<file path="src/rtl/rr_packet_mux_pkg.sv">
// rtl/rr_packet_mux_pkg.sv - shared types and helpers for the round-robin packet mux
package rr_packet_mux_pkg;

  localparam int unsigned DEF_N_REQ  = 4;
  localparam int unsigned DEF_DATA_W = 32;
  localparam int unsigned DEF_SRC_W  = $clog2(DEF_N_REQ);

  // IDLE: arbitrate per beat; LOCKED: a multi-beat packet owns the mux
  typedef enum logic [0:0] {
    ST_IDLE   = 1'b0,
    ST_LOCKED = 1'b1
  } state_e;

  // One beat as it travels through the skid slice (default widths)
  typedef struct packed {
    logic [DEF_DATA_W-1:0] data;
    logic                  last;
    logic [DEF_SRC_W-1:0]  src;
  } beat_t;

  // Index of the set bit of a one-hot vector (OR of indices; 0 for all-zero)
  function automatic int unsigned onehot_to_idx(input logic [31:0] onehot);
    int unsigned idx;
    idx = 0;
    for (int i = 0; i < 32; i++) begin
      if (onehot[i]) begin
        idx = idx | unsigned'(i);
      end
    end
    return idx;
  endfunction

endpackage

</file>
<file path="src/rtl/rr_arbiter.sv">
// rtl/rr_arbiter.sv - round-robin arbiter with mask advanced on an external trigger
module rr_arbiter #(
  parameter int unsigned N = 4
) (
  input  logic         clk_i,
  input  logic         rst_i,
  input  logic [N-1:0] req_i,
  input  logic         trigger_i,
  output logic [N-1:0] grant_o
);

  localparam logic [N-1:0] ONE = {{(N-1){1'b0}}, 1'b1};

  logic [N-1:0] mask_q;
  logic [N-1:0] masked;
  logic [N-1:0] pick;

  // Prefer requesters above the last winner; fall back to lowest index overall
  always_comb begin
    masked  = req_i & mask_q;
    pick    = (|masked) ? masked : req_i;
    grant_o = pick & (~pick + ONE);
  end

  // Mask keeps only the bits strictly above the current grant once a trigger fires
  always_ff @(posedge clk_i) begin
    if (rst_i) begin
      mask_q <= '0;
    end else if (trigger_i) begin
      mask_q <= ~(grant_o | (grant_o - ONE));
    end
  end

endmodule

</file>
<file path="src/rtl/rr_packet_mux_skid.sv">
// rtl/rr_packet_mux_skid.sv - 2-entry valid/ready register slice carrying a beat
module pkt_skid_slice
  import rr_packet_mux_pkg::*;
#(
  parameter type beat_t_p = rr_packet_mux_pkg::beat_t
) (
  input  logic    clk_i,
  input  logic    rst_ni,
  input  logic    in_valid_i,
  output logic    in_ready_o,
  input  beat_t_p in_beat_i,
  output logic    out_valid_o,
  input  logic    out_ready_i,
  output beat_t_p out_beat_o
);

  beat_t_p    head_q, head_d;
  beat_t_p    tail_q, tail_d;
  logic [1:0] count_q, count_d;
  logic       enq;
  logic       deq;

  // Readiness and output come straight from registers, so no ready path crosses the slice
  assign in_ready_o  = (count_q != 2'd2);
  assign out_valid_o = (count_q != 2'd0);
  assign out_beat_o  = head_q;
  assign enq         = in_valid_i & in_ready_o;
  assign deq         = out_valid_o & out_ready_i;

  // Head is always the oldest entry; tail only holds data when two beats are queued
  always_comb begin
    head_d  = head_q;
    tail_d  = tail_q;
    count_d = count_q;
    case (count_q)
      2'd0: begin
        if (enq) begin
          head_d  = in_beat_i;
          count_d = 2'd1;
        end
      end
      2'd1: begin
        if (enq && deq) begin
          head_d = in_beat_i;
        end else if (enq) begin
          tail_d  = in_beat_i;
          count_d = 2'd2;
        end else if (deq) begin
          count_d = 2'd0;
        end
      end
      2'd2: begin
        if (deq) begin
          head_d  = tail_q;
          count_d = 2'd1;
        end
      end
      default: begin
        count_d = 2'd0;
      end
    endcase
  end

  // Slice storage; flushed asynchronously together with the mux state
  always_ff @(posedge clk_i or negedge rst_ni) begin
    if (!rst_ni) begin
      head_q  <= '0;
      tail_q  <= '0;
      count_q <= 2'd0;
    end else begin
      head_q  <= head_d;
      tail_q  <= tail_d;
      count_q <= count_d;
    end
  end

endmodule

</file>
<file path="src/rtl/rr_packet_mux.sv">
// rtl/rr_packet_mux.sv - round-robin packet-boundary mux of N_REQ streams into one
module rr_packet_mux
  import rr_packet_mux_pkg::*;
#(
  parameter int unsigned N_REQ  = DEF_N_REQ,
  parameter int unsigned DATA_W = DEF_DATA_W
) (
  input  logic                          clock,
  input  logic                          reset,
  input  logic [N_REQ-1:0]              in_valid,
  output logic [N_REQ-1:0]              in_ready,
  input  logic [N_REQ-1:0][DATA_W-1:0]  in_data,
  input  logic [N_REQ-1:0]              in_last,
  output logic                          out_valid,
  input  logic                          out_ready,
  output logic [DATA_W-1:0]             out_data,
  output logic                          out_last,
  output logic [$clog2(N_REQ)-1:0]      out_src,
  output logic                          locked
);

  localparam int unsigned SRC_W = $clog2(N_REQ);

  typedef struct packed {
    logic [DATA_W-1:0] data;
    logic              last;
    logic [SRC_W-1:0]  src;
  } mux_beat_t;

  state_e           state_q;
  logic [SRC_W-1:0] src_q;
  logic             locked_q;

  logic [N_REQ-1:0] src_oh;
  logic [N_REQ-1:0] arb_req;
  logic [N_REQ-1:0] grant;
  logic [N_REQ-1:0] sel;
  logic [SRC_W-1:0] sel_idx;
  logic             can_accept;
  logic             accept;
  logic             done;
  mux_beat_t        beat_in;
  mux_beat_t        beat_out;

  // One-hot form of the locked owner
  always_comb begin
    src_oh        = '0;
    src_oh[src_q] = 1'b1;
  end

  // While locked only the owner may request, so the completing beat advances
  // the mask past the owner regardless of what other sources are doing
  always_comb begin
    arb_req = (state_q == ST_LOCKED) ? (in_valid & src_oh) : in_valid;
  end

  rr_arbiter #(
    .N (N_REQ)
  ) u_arb (
    .clk_i     (clock),
    .rst_i     (~reset),
    .req_i     (arb_req),
    .trigger_i (done),
    .grant_o   (grant)
  );

  // Selection, handshake and the beat presented to the slice
  always_comb begin
    sel      = (state_q == ST_LOCKED) ? src_oh : grant;
    sel_idx  = (state_q == ST_LOCKED) ? src_q : SRC_W'(onehot_to_idx(32'(grant)));
    in_ready = reset ? (sel & {N_REQ{can_accept}}) : '0;
    accept   = |(in_valid & in_ready);
    done     = accept & in_last[sel_idx];
    beat_in      = '0;
    beat_in.data = in_data[sel_idx];
    beat_in.last = in_last[sel_idx];
    beat_in.src  = sel_idx;
  end

  pkt_skid_slice #(
    .beat_t_p (mux_beat_t)
  ) u_slice (
    .clk_i       (clock),
    .rst_ni      (reset),
    .in_valid_i  (accept),
    .in_ready_o  (can_accept),
    .in_beat_i   (beat_in),
    .out_valid_o (out_valid),
    .out_ready_i (out_ready),
    .out_beat_o  (beat_out)
  );

  assign out_data = beat_out.data;
  assign out_last = beat_out.last;
  assign out_src  = beat_out.src;
  assign locked   = locked_q;

  // Packet-lock FSM: a non-last accepted beat locks to its source until its last beat
  always_ff @(posedge clock or negedge reset) begin
    if (!reset) begin
      state_q  <= ST_IDLE;
      src_q    <= '0;
      locked_q <= 1'b0;
    end else begin
      case (state_q)
        ST_IDLE: begin
          if (accept && !in_last[sel_idx]) begin
            state_q  <= ST_LOCKED;
            src_q    <= sel_idx;
            locked_q <= 1'b1;
          end
        end
        ST_LOCKED: begin
          if (done) begin
            state_q  <= ST_IDLE;
            locked_q <= 1'b0;
          end
        end
        default: begin
          state_q  <= ST_IDLE;
          locked_q <= 1'b0;
        end
      endcase
    end
  end

endmodule

</file>
<file path="config.mk">
export PLATFORM = sky130hd
export DESIGN_NAME = rr_packet_mux
export DESIGN_NICKNAME = d
export VERILOG_FILES = /design/src/rtl/rr_packet_mux_pkg.sv /design/src/rtl/rr_arbiter.sv /design/src/rtl/rr_packet_mux_skid.sv /design/src/rtl/rr_packet_mux.sv
export SDC_FILE = /design/constraint.sdc
export NUM_CORES = 1
export LEC_CHECK = 0
export CAP_MARGIN = 15
export CORE_MARGIN = 3
export CORE_UTILIZATION = 45
export DETAILED_ROUTE_END_ITERATION = 10
export PLACE_DENSITY = 0.77
export SYNTH_ARGS = -nofsm -noshare
export SYNTH_HDL_FRONTEND = slang
export SYNTH_SLANG_ARGS = --single-unit
</file>
<file path="constraint.sdc">
create_clock -name clock -period 4.4 [get_ports clock]
set_input_delay 0.44 -clock clock [delete_from_list [all_inputs] [get_ports clock]]
set_output_delay 0.44 -clock clock [all_outputs]
set_load 0.03 [all_outputs]
</file>
==> results of run 1 <==
==> state kept, by name (all words and copies together) (netlist names), named ones only <==
signal,flops
locked,1
u_slice.out_beat_o,35
u_slice.tail_q,35
u_arb.mask_q,3
u_slice.count_q,2
src_q,2
==> path summary, 6_finish.rpt <==
path / startpoint / end / cells past startpoint
max in group asynchronous: reset / u_slice.out_beat_o[8] / 3
setup / recovery: flip-flop / src_q[0] / 7
hold reg to reg: u_slice.out_beat_o[1] / u_slice.out_beat_o[1] / 1
min in group asynchronous: reset / u_slice.tail_q[25] / 2
hold / removal: u_slice.out_beat_o[1] / u_slice.out_beat_o[1] / 1
setup reg to reg: flip-flop / src_q[0] / 7
==> power groups by stage <==
stage | logic [mW] | clock network (mW) | registers [mW]
after floorplan | 2.40 | 0 | 1.62
after global placement | 3.54 | 0 | 1.38
after detailed placement | 3.65 | 0 | 1.39
after CTS | 3.67 | 0.730 | 1.39
after global routing | 3.95 | 0.759 | 1.45
final | 3.67 | 0.718 | 1.39
==> worst max-delay path, stage by stage (launching register included) <==
cell	delay [ns]
dfrtp_1	0.72
inv_1	0.41
o21ai_1	0.27
o311a_1	0.26
nand2_2	0.40
a221oi_2	0.64
o211ai_1	0.21
mux2_1	0.36
==> area by class of cell <==
class	count	area (sq um)	area share
clock buffer	14	284	0.0381
clock inverter	2	12.5	0.00168
inverter	4	15.0	0.00202
multi-input combinational	375	3090	0.415
sequential	79	1960	0.263
tap	143	179	0.0240
timing repair buffer	192	1900	0.255
==> cells by family after synthesis <==
family / after synthesis
buffers and inverters: 50
flip-flops: 79
AND/OR/NAND/NOR: 123
AO/OA/AOI/OAI: 145
multiplexers: 107
==> placed cells by master (no fill, tap or decap), drive strengths merged, types with 3 or more instances in the layout <==
cell type,count
clkdlybuf4s50,178
dfxtp,3
mux2,70
inv,4
dfrtp,76
nor2b,7
a211oi,3
a21oi,46
buf,13
mux2i,37
a31oi,3
clkbuf,14
o21ai,8
nand3,3
or2,3
nand2,14
a221oi,64
and3,3
and2,35
nor3,3
nor2,44
==> repair_timing <==
action,4_1_cts,5_1_grt
hold buffers,1,0
setup endpoints to repair,0,0
endpoints found under the hold margin,9,0
==> layer usage <==
layer,vias up,track usage,wire length [um],share of wire
li1,2238,-,-,-
met1,2399,0.329,6690,0.42
met2,224,0.393,7830,0.49
met3,22,0.0550,1250,0.077
met4,0,0.0823,302,0.019
met5,-,0,0,0
==> summary.md, run 1 <==
| Metric | Value |
|---|---|
| Post-Synth Simple-Gate Area | `0.121` |
| Total wire length | `16100 um` |
| Fillcell total | `903` |
| PortBufs | `179` |
| Starting DRT DRC Count | `426` |
| Seq/Total Area, Yosys | `0.369` |
| Mapped cell area | `5310 sq um` |
| Resize count post-CTS | `0` |
| Hold Violations, Final | `0` |
| Setup Buffers After CTS | `0` |
| Outcome | `finished clean` |
| Fin cells | `809` |
| DRT Pass-1 Iters | `5` |
| Crit end category | `flip-flop` |
| Flop-to-flop setup slack | `1.01 ns` |
| Total grt overflow | `0` |
| PwrDens | `776 nW/um^2` |
| Synth cell types | `58` |
| Logic pwr share | `0.635` |
| Site Rows | `39` |
| Post-DP HPWL | `11500 um` |
| Fin util | `0.649` |
| H-tree Lvls | `3` |
| Worst slack, placed | `0.769 ns` |
| Antenna violations before repair | `0` |
| CTS buffer count | `9` |
| Number of global-route vias before repair | `4919` |
| P_leak | `2.87 nW` |
| Relative slew slack | `0.381` |
| Post-synthesis xor/xnor area fraction | `0` |
| Drt via density | `6.04` |
| Routability Congestion | `0.871` |
| Reg power frac | `0.241` |
| Register bit total from synthesis | `79` |
| Switch share | `0.435` |
| Via count | `4883` |
| Area Growth Syn to Fin | `40.2%` |
| RSZ-0062 raised after global routing | `no` |
| CTS root buf | `clkbuf_16` |
| Area after DPL | `7140 sq um` |
| Ports | `180` |
| Finished Cell Area | `7450 sq um` |
| Final setup TNS | `0 ns` |
| NetSw | `2.51 mW` |
| Startpoint types | `flip-flop` |
| Crit path arrival time | `3.60 ns` |
| Clk buf depth | `2` |
| CORE AREA | `11500 sq um` |
| Tmin final | `3.39 ns` |
| Critical-path maximum fanout | `22` |
| # DRC | `0` |
| Commonest cells post-synth | `dfrtp_1, mux2_2, a21oi_1, nor2_1, mux2i_1` |
| ANT cells | `0` |
| Proportion of netlist area held by the largest area contributor | `0.358` |
| Placed cells | `792` |
| WHS | `0.494 ns` |
| Complex-gate fraction of the synthesized area | `0.239` |
| Syn avg cell area | `10.5 sq um` |
| Post-Synthesis Net Count | `643` |
| GRT Resource Usage Total | `0.246` |
| Post-synthesis mux area share | `0.218` |
| Crit path kind | `flip-flop to flip-flop` |
| FMAX | `0.295 GHz` |
| Ys Warns | `0` |
| Largest family of logic cells by synthesized area | `compound AO/OA/AOI/OAI gates` |
| Worst-Skew Late Latency | `0.33 ns` |
| Clock Pin Slew Worst Setup and Hold Paths | `0.06 ns` |
| WL/cell | `19.9 um` |
| Setup Skew | `0.00738 ns` |
| Die W | `115 um` |
| # setup viols final | `0` |
| Synth Area in Adders | `0` |
| Layout cells sized above 1 | `0.212` |
| Post-synth EDFFs | `0` |
| Async SR Flop Fraction | `0.962` |
| Final slew viol count | `0` |
| Synth Flop Type | `dfrtp_1` |
| Final WS setup | `1.01 ns` |
| Synth area leaders | `dfrtp_1, mux2_2, a221oi_2, mux2i_1, a221oi_1` |
| Most frequent cell after synthesis | `dfrtp_1` |
| Clock power frac | `0.124` |
| HP Class | `flip-flop to flip-flop` |
| Int Pwr | `3.27 mW` |
| Total Nets Final | `800` |
| Mapped Cells | `504` |
| Die Span Y | `115 um` |
| Final period util | `0.771` |
| Peak supply drop | `473 uV` |
| Critical Path RT | `4.61 ns` |
| Slew @ Worst Pin | `0.929 ns` |
| Synth area leader | `dfrtp_1` |
| Starting density of the core | `0.463` |
| First-pass GRT wire length | `25400 um` |
| Clk sink count | `79` |
| TritonCTS clock tree | `done` |
| Max-cap check violation count | `0` |
| Largest net degree at the start of global routing | `70` |
| Die area | `13100 sq um` |
| Antenna Nets Post-Route | `0` |
| Total power | `5.78 mW` |
Note: power is estimated with default switching activity, not from simulation.
==> run 2, diff against run 1 <==
clock period = 3.3 ns   (was 4.4 ns; I/O delays follow)
==> run 2 against run 1 <==
- critical path depth unchanged
- first-iteration DRC count is 20% lower
- combinational power rose by 41%
- final cell count is 2.0% higher
- clock power is 50% higher
- via count increased by 1.5%
- non-clock buffer count up 17
- die area did not move
- count of clock-buffer cells in the layout shrank 4
- sequential share of layout area down 0.74 points
- highest routed layer unchanged
==> summary.md, run 2 (same netlist as run 1, synthesis figures left out) <==
| Metric | Value |
|---|---|
| Peak supply drop | `650 uV` |
| Reg2reg end | `u_slice.out_beat_o[34]` |
| Crit path arrival time | `2.70 ns` |
| Antenna violations before repair | `0` |
| Clock power frac | `0.133` |
| WHS | `0.421 ns` |
| WL/cell | `20.2 um` |
| Die W | `115 um` |
| Number of global-route vias before repair | `5291` |
| Crit path kind | `flip-flop to output port` |
| Largest net degree at the start of global routing | `70` |
| Worst Path Buf+Inv | `2` |
| Total Nets Final | `817` |
| Worst setup path end | `in_ready[3]` |
| Critical Path RT | `2.97 ns` |
| CTS buffer count | `9` |
| NetSw | `3.45 mW` |
| CTS root buf | `clkbuf_16` |
| Worst-Skew Late Latency | `0.33 ns` |
| CP max stage delay | `0.73 ns` |
| DRT Pass-1 Iters | `6` |
| Setup Skew | `0.00511 ns` |
| Fillcell total | `879` |
| Total grt overflow | `0` |
| Hold Violations, Final | `0` |
| HP Class | `input port to asynchronous set/reset pin` |
| Worst slack, placed | `0.144 ns` |
| ANT cells | `0` |
| Layout cells sized above 1 | `0.232` |
| Clock Pin Slew Worst Setup and Hold Paths | `0.06 ns` |
| Max-cap check violation count | `0` |
| Worst r2r path cells | `8` |
| Critical Path, Cell by Cell | `and3_1, a31oi_1, a31oi_2, buf_4, a21oi_1, nor2_1, clkdlybuf4s50_1` |
| CORE AREA | `11500 sq um` |
| Total power | `8.11 mW` |
| Area Growth Syn to Fin | `44.2%` |
| Final setup TNS | `0 ns` |
| Resize count post-CTS | `0` |
| Starting DRT DRC Count | `340` |
| Cts hold-fix bufs | `1` |
| Crit end category | `output port` |
| Critical path's slowest cell | `dfrtp_1` |
| RSZ-0062 raised after global routing | `no` |
| Routability Congestion | `0.861` |
| Site Rows | `39` |
| CP Depth | `7` |
| Most frequent cells in the layout | `clkdlybuf4s50_1, dfrtp_1, mux2_2` |
| Clk buf depth | `2` |
| Final period util | `0.918` |
| Drt via density | `6.01` |
| P_leak | `2.97 nW` |
| PwrDens | `1060 nW/um^2` |
| Relative slew slack | `0.416` |
| Via count | `4958` |
| Die area | `13100 sq um` |
| Die Span Y | `115 um` |
| Int Pwr | `4.66 mW` |
| Clk sink count | `79` |
| Post-DP HPWL | `12100 um` |
| # setup viols final | `0` |
| Outcome | `finished clean` |
| First-pass GRT wire length | `26800 um` |
| Reg power frac | `0.228` |
| TritonCTS clock tree | `done` |
| Final WS setup | `0.271 ns` |
| Logic pwr share | `0.639` |
| Final slew viol count | `0` |
| Total wire length | `16600 um` |
| Tmin final | `3.03 ns` |
| GRT Resource Usage Total | `0.257` |
| Ports | `180` |
| Commonest non-fill, non-tap cell in the layout | `clkdlybuf4s50_1` |
| Critical-path maximum fanout | `19` |
| Startpoint types | `flip-flop` |
| Switch share | `0.426` |
| Setup Buffers After CTS | `0` |
| H-tree Lvls | `3` |
| CP top delay family | `buffers and inverters` |
| Flop-to-flop setup slack | `0.33 ns` |
| PortBufs | `179` |
| Antenna Nets Post-Route | `0` |
| Slew @ Worst Pin | `0.876 ns` |
| FMAX | `0.330 GHz` |
| # DRC | `0` |
| Starting density of the core | `0.463` |
run 2: cell count changes in the layout (fill, tap and decap cells not counted):
cell        change
buf_4          +12
clkbuf_1        -1
clkbuf_8        -3
clkinvlp_4      +2
clkinv_2        -1
bufinv_16       +2
buf_12          +5
run 2: worst min-delay path by stage:
| stage | from | to | slack [ns] |
|---|---|---|---|
| floorplan | reset | asynchronous set/reset pin | 0.03 |
| global placement | reset | asynchronous set/reset pin | 0.19 |
| detailed placement | reset | asynchronous set/reset pin | 0.20 |
| CTS | reset | u_slice.out_beat_o[11] | 0.44 |
| global route | reset | u_slice.out_beat_o[11] | 0.43 |
| finish | reset | u_slice.out_beat_o[11] | 0.42 |
run 2: per-layer routing:
layer / GRT usage / part of all wire / vias to the layer above
li1: - / - / 2272
met1: 0.332 / 0.42 / 2436
met2: 0.433 / 0.49 / 230
met3: 0.0587 / 0.072 / 20
met4: 0.0649 / 0.015 / 0
met5: 0 / 0 / -
run 2: cell type report:
class	instances	area, sq um	share of cell area
flip-flops and latches	79	1960	0.256
clock inverters	5	82.6	0.0108
multi-input cells	375	3090	0.404
inverters	4	15.0	0.00196
clock buffers	10	239	0.0312
well taps	143	179	0.0234
repair buffers	209	2090	0.273
run 2: per-stage QoR:
stage	util	instances	instance area [sq um]
2_1_floorplan	-	504	5310
3_3_place_gp	0.639	809	7330
3_5_place_dp	0.639	809	7330
4_1_cts	0.668	825	7660
5_1_grt	0.668	825	7660
6_report	0.668	825	7660
run 2: worst register-to-register path, delay by kind of cell, from the launching register on:
kind            cells  cell delay (ns)
mux                 2             0.66
buf+inv             2             0.36
compound gates      4             1.11
flops               1             0.73
run 2: power by group through the flow:
| stage | registers (mW) | clock network [mW] | logic [mW] |
|---|---|---|---|
| floorplan | 2.16 | 0 | 3.20 |
| global placement | 1.82 | 0 | 5.03 |
| detailed placement | 1.84 | 0 | 5.13 |
| CTS | 1.84 | 1.09 | 5.18 |
| global route | 1.91 | 1.13 | 5.57 |
| finish | 1.85 | 1.08 | 5.18 |
==> run 3, diff against run 2 <==
CTS_CLUSTER_DIAMETER = 40   (was not set)
==> results of run 3 <==
Same layout as run 2: the final DEF is identical, and so are final timing and power.
